[config.mk]
export PLATFORM = sky130hd
export DESIGN_NAME = fetch_stage
export DESIGN_NICKNAME = d
export VERILOG_FILES = /design/src/rtl/fetch_stage.sv
export SDC_FILE = /design/constraint.sdc
export NUM_CORES = 1
export LEC_CHECK = 0
export ABC_AREA = 1
export CORE_MARGIN = 2
export CORE_UTILIZATION = 40
export CTS_BUF_LIST = sky130_fd_sc_hd__clkbuf_4
export CTS_CLUSTER_DIAMETER = 80
export CTS_CLUSTER_SIZE = 28
export DETAILED_ROUTE_END_ITERATION = 12
export GPL_ROUTABILITY_DRIVEN = 0
export HOLD_SLACK_MARGIN = 0.03
export PLACE_DENSITY = 0.73
export SYNTH_ARGS = -nofsm -noshare
export SYNTH_HDL_FRONTEND = slang
export SYNTH_SLANG_ARGS = --single-unit
[constraint.sdc]
create_clock -name clk -period 7.92 [get_ports clk]
set_clock_uncertainty 0.15 [all_clocks]
set_input_delay 1.188 -clock clk [delete_from_list [all_inputs] [get_ports clk]]
set_output_delay 1.188 -clock clk [all_outputs]
set_load 0.005 [all_outputs]
[src/rtl/fetch_stage.sv]
// Instruction fetch stage: owns the PC, drives the imem address and loads the IF/ID register.
// It honours hazard-unit stalls and branch redirects, and counts stall and flush cycles.
module fetch_stage #(
  parameter logic [31:0] RESET_PC  = 32'h0000_0000,
  parameter logic [31:0] NOP_INSTR = 32'h0000_0013
) (
  input  logic        clk,
  input  logic        rst,
  input  logic        PCWrite,
  input  logic        IF_ID_Write,
  input  logic        branch_taken,
  input  logic [31:0] branch_target,
  input  logic [31:0] imem_rdata,
  output logic [31:0] imem_addr,
  output logic [31:0] pc_if,
  output logic [31:0] pc_id,
  output logic [31:0] pc_plus4_id,
  output logic [31:0] instr_id,
  output logic        valid_id,
  output logic [31:0] stall_count,
  output logic [31:0] flush_count
);

  logic [31:0] pc_q;
  logic [31:0] pc_next;
  logic [31:0] pc_inc;
  logic [31:0] pc_id_q;
  logic [31:0] pc_plus4_id_q;
  logic [31:0] instr_id_q;
  logic        valid_id_q;
  logic [31:0] stall_count_q;
  logic [31:0] flush_count_q;
  logic        stall_event;

  assign pc_inc = pc_q + 32'd4;

  // A redirect comes from an older instruction than anything stalled, so it wins.
  always_comb begin
    pc_next = pc_q;
    if (branch_taken) begin
      pc_next = {branch_target[31:2], 2'b00};
    end else if (PCWrite) begin
      pc_next = pc_inc;
    end
  end

  assign stall_event = !branch_taken && (!PCWrite || !IF_ID_Write);

  always_ff @(posedge clk or posedge rst) begin
    if (rst) begin
      pc_q <= RESET_PC;
    end else begin
      pc_q <= pc_next;
    end
  end

  always_ff @(posedge clk or posedge rst) begin
    if (rst) begin
      instr_id_q    <= NOP_INSTR;
      pc_id_q       <= 32'd0;
      pc_plus4_id_q <= 32'd0;
      valid_id_q    <= 1'b0;
    end else if (branch_taken) begin
      instr_id_q    <= NOP_INSTR;
      pc_id_q       <= 32'd0;
      pc_plus4_id_q <= 32'd0;
      valid_id_q    <= 1'b0;
    end else if (IF_ID_Write) begin
      instr_id_q    <= imem_rdata;
      pc_id_q       <= pc_q;
      pc_plus4_id_q <= pc_inc;
      valid_id_q    <= 1'b1;
    end
  end

  // Performance counters wrap silently.
  always_ff @(posedge clk or posedge rst) begin
    if (rst) begin
      stall_count_q <= 32'd0;
      flush_count_q <= 32'd0;
    end else begin
      if (stall_event) begin
        stall_count_q <= stall_count_q + 32'd1;
      end
      if (branch_taken) begin
        flush_count_q <= flush_count_q + 32'd1;
      end
    end
  end

  assign pc_if       = pc_q;
  assign imem_addr   = pc_q;
  assign pc_id       = pc_id_q;
  assign pc_plus4_id = pc_plus4_id_q;
  assign instr_id    = instr_id_q;
  assign valid_id    = valid_id_q;
  assign stall_count = stall_count_q;
  assign flush_count = flush_count_q;

endmodule

Word-level counts from Yosys, hierarchy flattened
Cells that the tools add are included.
- reductions and logical operators: 7
- mux-type cells: 10
- add/sub/neg operators: 3
- operators with widths (kind ; number):
    $mux W32 ; 8
    $add A32 B1 Y32 const B ; 2
    $add A32 B3 Y32 const B ; 1
    $reduce_bool A2 Y1 ; 2
    $logic_not A1 Y1 ; 3
    $mux W1 ; 2
    $logic_and A1 B1 Y1 ; 1
    $logic_or A1 B1 Y1 ; 1
- register bits: 193
- input bits: 69
- output and inout port bits: 225

Depth between registers and ports, before layout
Gate-level depths: netlist (run 1).
- word-level depth: 3
- gate-level depth with buffers: 10

Least setup slack after synthesis (run 1)
OpenSTA, ideal clock, no wires.
- kind: input port to flip-flop
- start point: input port branch_taken
- end point: register stall_count_q[26], in the netlist stall_count[26]
- buffers on the path: 1
- library setup time: 0.120 ns
- stages: 9
- arrival time: 2.075 ns
- slack: 5.575 ns
- cells stage by stage: buf_6 -> inv_6 -> nand2_4 -> nor2_4 -> nand3_4 -> nor2_8 -> nand2_2 -> o21ai_1 -> nand2_1
- cells in the longest elaborated chain, start to end: 2
- ends and longest elaborated chain (element ; line ; text):
    from (decl) ; 11 ; input logic branch_taken,
    $logic_not A1 Y1 ; 47 ; assign stall_event = !branch_taken && (!PCWrite || !IF_ID_Write);
    $logic_and A1 B1 Y1 ; 47 ;
    to (signal assigned) ; 83 ; stall_count_q <= stall_count_q + 32'd1;
    to (decl) ; 31 ; logic [31:0] stall_count_q;
Every way passes these cells.
A chain may end at the register's enable or synchronous reset.

Final worst setup path (run 1)
- start point: input port IF_ID_Write
- end point: register pc_id_q[10], in the netlist pc_id[10]
- cells in the longest elaborated chain, start to end: 1
- ends and longest elaborated chain (element ; line ; text):
    from (decl) ; 10 ; input logic IF_ID_Write,
    $reduce_bool A2 Y1 (no line) ; -- ;
    to (signal assigned) ; 70 ; pc_id_q <= pc_q;
    to (decl) ; 27 ; logic [31:0] pc_id_q;
Every way passes these cells.

==> out/qor.yml, run 1 <==
port_buffers: 287
ys_types: 40
grt_usage_pct: 22.6
synthCells: 1085
drv_cap: 0
place_ws_ns: 3.68
worstPathMaxFanout: 40
hold_buffers: 0
yosys_register_bits: 188
end_kind: "flop"
cts_sinks: 188
start_util_pct: 41.0
numCtsBuffers: 17
drc: 0
fin_crit_sh_pct: 46.3
cp.arrival_ns: 4.00
grt_pass1_vias: 8024
r2r-end: "pc_plus4_id[16]"
avgSynthCellArea_um2: 8.57
yosysWarningCount: 0
die_area_mm2: 0.0245
drt_pass1_iterations: 4
core-area_mm2: 0.0227
critical_path_class: "in2reg"
post-dp-hpwl_mm: 19.6
timing.fmax_mhz: 273
p_total_w: 0.00222
hold_path.class: "reg2reg"
period_needed_ns: 3.67
io_pins: 294
wl_per_cell_um: 16.9
rows: 55
r2r-start: "imem_addr[2]"
finalWorstSetupSlack_ns: 4.25
cts-root-buf: "clkbuf_4"
clkTransAtPathRegs_ns: 0.17
hold-path-cell-count: 1
whs_endpoint: "stall_count[31]"
avgViaCountPerCell: 5.10
grt_max_degree: 126
outcome: "finished clean"
die_x_um: 157
vias: 8300
finalSetupViolations: 0
cts_setup_buffers: 0
slew_headroom_pct: 26.6
reg2reg_slack_ns: 5.88
synth_ff_type: "dfrtp_1"
tightest_slew_ns: 1.09
grt_setup_unrepaired: "no"
start_kind: "input pin"
hold_start: "stall_count[31]"
die_h_um: 157
fin_nets: 1400
hold_viol: 0
antenna_found_initial: 1
drt-total-wl_mm: 27.6
synthArstFlopShare_pct: 100
insertion_delay_ns: 0.57
drive_gt1_share_pct: 5.97
placedCellCount: 1594
crit_required_ns: 8.25
syn_area_mm2: 0.00930
grt_overflow_total: 0
cts.path.max_buffers: 2
ir_drop_mv: 0.150
synth-edff-count: 0
setup_tns_ns: 0
final_util_pct: 54.9
rr_worst_depth: 8
power_density_mw_per_mm2: 178
ctsResizeCount: 0
ys_seq_area_share_pct: 50.6
p_leak_nw: 5.58
htree_num_levels: 4
antenna_left: 0
drv_slew: 0
cts_tree: "done"
drt_iter0_markers: 447
grt_pass1_wl_mm: 43.6
areaGrowthSynthToFinish_pct: 34.0
stdcell_count: 1628
## how the worst max path moves through the flow
| stage | to | start |
|---|---|---|
| floorplan | flush_count[0] | rst |
| global placement | pc_id[24] | IF_ID_Write |
| finish | pc_id[10] | IF_ID_Write |
| CTS | pc_id[19] | IF_ID_Write |
| detailed placement | pc_id[10] | IF_ID_Write |
| global route | pc_id[26] | IF_ID_Write |
## final cells by class
class                   instances  area, µm²
clock inverters                15        170
diodes                          2       5.00
fillers                      2058      10200
flip-flops and latches        188       4710
repair buffers                292       2910
well taps                     285        357
multi-input cells             746       3870
inverters                      83        324
clock buffers                  17        128
## where the power goes
| group | leakage, nW | switching (W) | internal (W) | total [W] |
|---|---|---|---|---|
| clock network | 0.162 | 0.000381 | 0.000176 | 0.000557 |
| logic | 2.96 | 0.000222 | 0.000276 | 0.000497 |
| registers | 2.46 | 0.000119 | 0.00105 | 0.00117 |
## worst max-delay path: stages
cell and delay [ns]:
clkdlybuf4s50_1 0.46, buf_4 0.32, inv_2 0.16, nor2_4 0.77, inv_1 0.68, o21ai_0 0.38
## Yosys cell counts, drive strengths merged, types with 2 or more instances
cell,count,area (µm²)
nand2,331,1270
dfrtp,185,4630
nor2,121,568
inv,82,313
buf,54,365
nand3,52,278
o21ai,51,255
nand4,38,238
a22o,37,324
xor2,37,324
a22oi,28,210
clkbuf,17,63.8
xnor2,16,140
nor3,10,72.6
a21oi,5,25.0
nand3b,4,30.0
dfstp,3,78.8
ha,3,37.5
o22a,3,26.3
and2,2,12.5
## sequential cells by signal, indices dropped and copies added (netlist names)
signal / cells
instr_id: 32
imem_addr: 30
stall_count: 32
flush_count: 32
pc_plus4_id: 30
pc_id: 31
valid_id: 1
## cells by family after synthesis
family,synth area share (%)
and+or+nand+nor,26.7
DFF,50.6
buffers and inverters,8.02
AOI/OAI and AO/OA,9.20
xor gates and xnor gates,4.99
adders and majority gates,0.404
other,0.0403
## layer usage
metal	part of all wire [%]	track usage [%]
met4	1.5	5.42
met1	44	29.3
met3	6.5	5.12
met2	48	38.4
met5	0	0
## cell usage in the layout, fill, tap and decap left out, types with 17 or more instances in the layout
cell	count
nand2_1	322
clkdlybuf4s50_1	286
dfrtp_1	185
nor2_1	100
inv_1	77
nand3_1	50
o21ai_0	48
nand4_1	38
xor2_1	37
a22o_1	37
a22oi_1	28
clkbuf_4	17
## metrics by stage
| step | hold WS [ns] | cell area, µm² |
|---|---|---|
| 6_report | 0.340 | 12500 |
| 5_1_grt | 0.356 | 12500 |
| 3_5_place_dp | 0.309 | 12200 |
| 3_3_place_gp | 0.305 | 12200 |
| 2_1_floorplan | 0.315 | 9310 |
| 4_1_cts | 0.343 | 12500 |
No activity file was read; power rests on OpenSTA's default activity.
==> run 2, diff against run 1 <==
clock period = 3.65 ns   (was 7.92 ns; I/O delays follow)
==> run 2 against run 1 <==
  * Sequential power up 120%
  * Routed wire length up 0.39%
  * Sequential share of layout area down 0.12 points
  * Non-clock buffer count up 4
  * Sequential cell count unchanged
  * Core utilization up 0.18 points
  * Design area up 0.33%
  * Largest cell class unchanged
  * Critical endpoint is now pc_if[11]
  * Register-to-register slack worse by 4.2 ns
  * Power up 110%
  * Via count up 0.46%
  * Worst setup slack worse by 3.1 ns
==> out/qor.yml, run 2 (synthesis gave the netlist of run 1 again) <==
outcome: "finished clean"
grt_usage_pct: 22.8
crit_family: "flip-flops"
ctsResizeCount: 0
crit_required_ns: 2.95
worst-path-buf-inv: 1
avgViaCountPerCell: 5.11
end_kind: "primary output"
numCtsBuffers: 17
final_util_pct: 55.1
use_met3_pct: 5.37
grt_pass1_vias: 8138
cpPeakStageDelay_ns: 0.64
ir_drop_mv: 0.301
fillers: 2084
start_kind: "flop"
hold_viol: 0
worstPathMaxFanout: 7
finalSetupViolations: 0
drt_iter0_markers: 482
fin_crit_sh_pct: 68.0
holdWs_ns: 0.263
critical_path_class: "reg2out"
grt_overflow_total: 0
use_met2_pct: 38.3
vias: 8338
cts.path.max_buffers: 2
cts-root-buf: "clkbuf_4"
power_density_mw_per_mm2: 380
final_common_cell: "nand2_1"
place_ws_ns: 0.852
period_needed_ns: 2.48
stdcell_area_mm2: 0.0125
tightest_slew_ns: 0.815
areaGrowthSynthToFinish_pct: 34.4
core-area_mm2: 0.0227
drt_pass1_iterations: 5
htree_num_levels: 4
p_leak_nw: 5.59
fin_nets: 1404
grt_setup_unrepaired: "no"
drv_cap: 0
rows: 55
grt_max_degree: 96
crit_path_top_delay_cell: "dfrtp_1"
start_util_pct: 41.0
drive_gt1_share_pct: 6.25
cts_sinks: 188
place_area_mm2: 0.0122
setup_tns_ns: 0
timing.fmax_mhz: 403
die_x_um: 157
die_area_mm2: 0.0245
top_usage_layer: "met2"
die_h_um: 157
hold_buffers: 0
slew_headroom_pct: 45.6
cp.arrival_ns: 1.78
cts_tree: "done"
grt_pass1_wl_mm: 43.9
antenna_left: 0
cts_setup_buffers: 0
drv_slew: 0
post-dp-hpwl_mm: 20.1
finalWorstSetupSlack_ns: 1.17
io_pins: 294
crit_chain: "clkdlybuf4s50_1"
antenna_found_initial: 1
drt-total-wl_mm: 27.7
clkTransAtPathRegs_ns: 0.17
final_cell_mix: "322 x nand2_1, 286 x clkdlybuf4s50_1, 185 x dfrtp_1"
port_buffers: 287
wl_per_cell_um: 17.0
drc: 0
met1_usage_pct: 30.1
insertion_delay_ns: 0.56
hold_path.class: "in2reg"
## run 2: changes by cell type in the layout (fill, tap and decap cells not counted), sizes merged
cell	before	now
inv	92	89
diode	2	1
clkinv	4	7
buf	6	10
clkinvlp	1	2
bufinv	1	0
## run 2: per-layer routing
layer,up-vias,routed length (µm)
met1,4048,12000
met2,279,13500
met4,0,312
met5,-,0
met3,21,1890
li1,3990,-
## run 2: area by class of cell
cell class / count / area [µm²] / share of cell area, %
sequential: 188 / 4710 / 37.6
multi-input combinational: 746 / 3870 / 30.9
timing repair buffer: 296 / 2970 / 23.8
tap: 285 / 357 / 2.85
inverter: 83 / 320 / 2.56
clock inverter: 15 / 150 / 1.20
clock buffer: 17 / 128 / 1.02
antenna: 1 / 2.50 / 0.0200
## run 2: through the flow
step | power [W] | std cells
2_1_floorplan | 0.00299 | 1088
3_3_place_gp | 0.00363 | 1598
3_5_place_dp | 0.00365 | 1598
4_1_cts | 0.00481 | 1630
5_1_grt | 0.00502 | 1631
6_report | 0.00475 | 1631
## run 2: where the power goes
part           total (W)  switching [W]  internal [W]
sequential       0.00253       0.000253       0.00227
combinational    0.00109       0.000483      0.000604
clock            0.00114       0.000825      0.000313
## run 2: final timing paths
kind                       cells after the start              end           from  slack [ns]
setup / recovery                               1        pc_if[11]  imem_addr[11]        1.17
hold / removal                                 4   flush_count[1]   branch_taken        0.26
setup reg to reg                               8  pc_plus4_id[16]   imem_addr[2]        1.65
hold reg to reg                                2        pc_id[12]      pc_id[12]        0.34
max in group asynchronous                      3    imem_addr[11]            rst        2.53
min in group asynchronous                      3     instr_id[10]            rst        0.29
==> run 3, diff against run 2 <==
clock period = 2.4 ns   (was 3.65 ns; I/O delays follow)
==> run 3 against run 2 <==
  * Sequential cell count unchanged
  * Routed wire length increased by 0.89%
  * Worst setup slack worse by 1.1 ns
  * Sequential share of layout area is 0.45 points lower
  * Register-to-register slack got worse by 1.2 ns
  * Highest routed layer unchanged
  * Die area stayed put
  * Power up 55%
  * Critical path depth up 1
  * First-iteration DRC count decreased by 23%
  * Cell count increased by 1.1%
  * Core utilization grew 0.67 points
==> out/qor.yml, run 3 (synthesis gave the netlist of run 1 again) <==
areaGrowthSynthToFinish_pct: 36.1
grt_usage_pct: 22.8
grt_pass1_wl_mm: 43.7
avgViaCountPerCell: 5.13
power_density_mw_per_mm2: 580
hold_viol: 0
cts_setup_buffers: 0
cts.path.max_buffers: 2
die_area_mm2: 0.0245
drv_cap: 0
whs_endpoint: "instr_id[1]"
core-area_mm2: 0.0227
drv_slew: 0
vias: 8461
end_kind: "primary output"
cts_sinks: 188
drc: 0
clkTransAtPathRegs_ns: 0.16
rr_worst_depth: 8
reg2reg_slack_ns: 0.43
final_common_cell: "nand2_1"
fin_crit_sh_pct: 95.9
ir_drop_mv: 0.477
post-dp-hpwl_mm: 20.8
r2r-start: "imem_addr[2]"
tightest_slew_ns: 0.731
numCtsBuffers: 17
rows: 55
start_kind: "flop"
drt_pass1_iterations: 5
hold_path.class: "in2reg"
drt-total-wl_mm: 27.9
wl_per_cell_um: 16.9
cp.arrival_ns: 1.79
die_x_um: 157
cts_tree: "done"
crit_required_ns: 1.89
insertion_delay_ns: 0.57
grt_pass1_vias: 8223
finalSetupViolations: 0
p_leak_nw: 5.68
antenna_found_initial: 1
start_util_pct: 41.0
cts-root-buf: "clkbuf_4"
slew_headroom_pct: 51.2
io_pins: 294
period_needed_ns: 2.30
final_cell_mix: "322 x nand2_1, 286 x clkdlybuf4s50_1, 185 x dfrtp_1"
grt_setup_unrepaired: "no"
timing.fmax_mhz: 435
outcome: "finished clean"
hold-path-cell-count: 2
p_total_w: 0.00734
grt_max_degree: 82
die_h_um: 157
fin_nets: 1422
worstPathMaxFanout: 4
drive_gt1_share_pct: 7.26
antenna_left: 0
grt_overflow_total: 0
r2r-end: "imem_addr[14]"
hold_start: "imem_rdata[1]"
htree_num_levels: 4
port_buffers: 287
critical_path_class: "reg2out"
drt_iter0_markers: 372
setup_tns_ns: 0
-- run 3: through the flow --
step	instance area (µm²)	setup slack (ns)	instances	util [%]	hold slack, ns
2_1_floorplan	9320	-0.528	1088	-	0.315
6_report	12700	0.0991	1649	55.7	0.217
5_1_grt	12700	0.00882	1649	55.7	0.157
3_3_place_gp	12300	0.115	1614	54.4	0.308
3_5_place_dp	12300	0.0845	1614	54.4	0.313
4_1_cts	12700	0.0463	1648	55.7	0.159
-- run 3: what timing repair did --
item / CTS / global route
hold endpoints to repair: 8 / 0
gates resized for setup: 0 / 0
setup endpoints to repair: 0 / 0
hold buffers: 2 / 0
-- run 3: critical path, stage by stage (launching register included) --
cell and delay (ns):
dfrtp_1 0.51, buf_4 0.20, clkdlybuf4s50_1 0.52
-- run 3: final cells by class --
| cell class | count | area [µm²] |
|---|---|---|
| diodes | 1 | 2.50 |
| clock buffers | 18 | 135 |
| clock inverters | 14 | 155 |
| fillers | 2078 | 10100 |
| inverters | 83 | 320 |
| multi-input cells | 746 | 3870 |
| flip-flops and latches | 188 | 4710 |
| well taps | 285 | 357 |
| repair buffers | 314 | 3110 |
-- run 3: how the worst max path moves through the flow --
stage	cells past startpoint	startpoint	slack [ns]	endpoint
6_report	2	imem_addr[11]	0.1	pc_if[11]
5_1_grt	2	imem_addr[11]	0.009	pc_if[11]
4_1_cts	1	imem_addr[12]	0.05	pc_if[12]
3_5_place_dp	6	IF_ID_Write	0.08	pc_id[22]
3_3_place_gp	6	IF_ID_Write	0.12	pc_id[21]
2_1_floorplan	1	rst	-0.53	flush_count[0]
-- run 3: per-layer routing --
metal | global-route usage [%] | share of wire, %
met1 | 29.2 | 43
met2 | 39.3 | 49
met3 | 5.18 | 6.5
met4 | 5.59 | 1.2
met5 | 0 | 0
-- run 3: report_power, final --
group / internal [W] / switching (W) / total, W
registers: 0.00346 / 0.000383 / 0.00384
clock network: 0.000573 / 0.00124 / 0.00181
logic: 0.000942 / 0.000750 / 0.00169
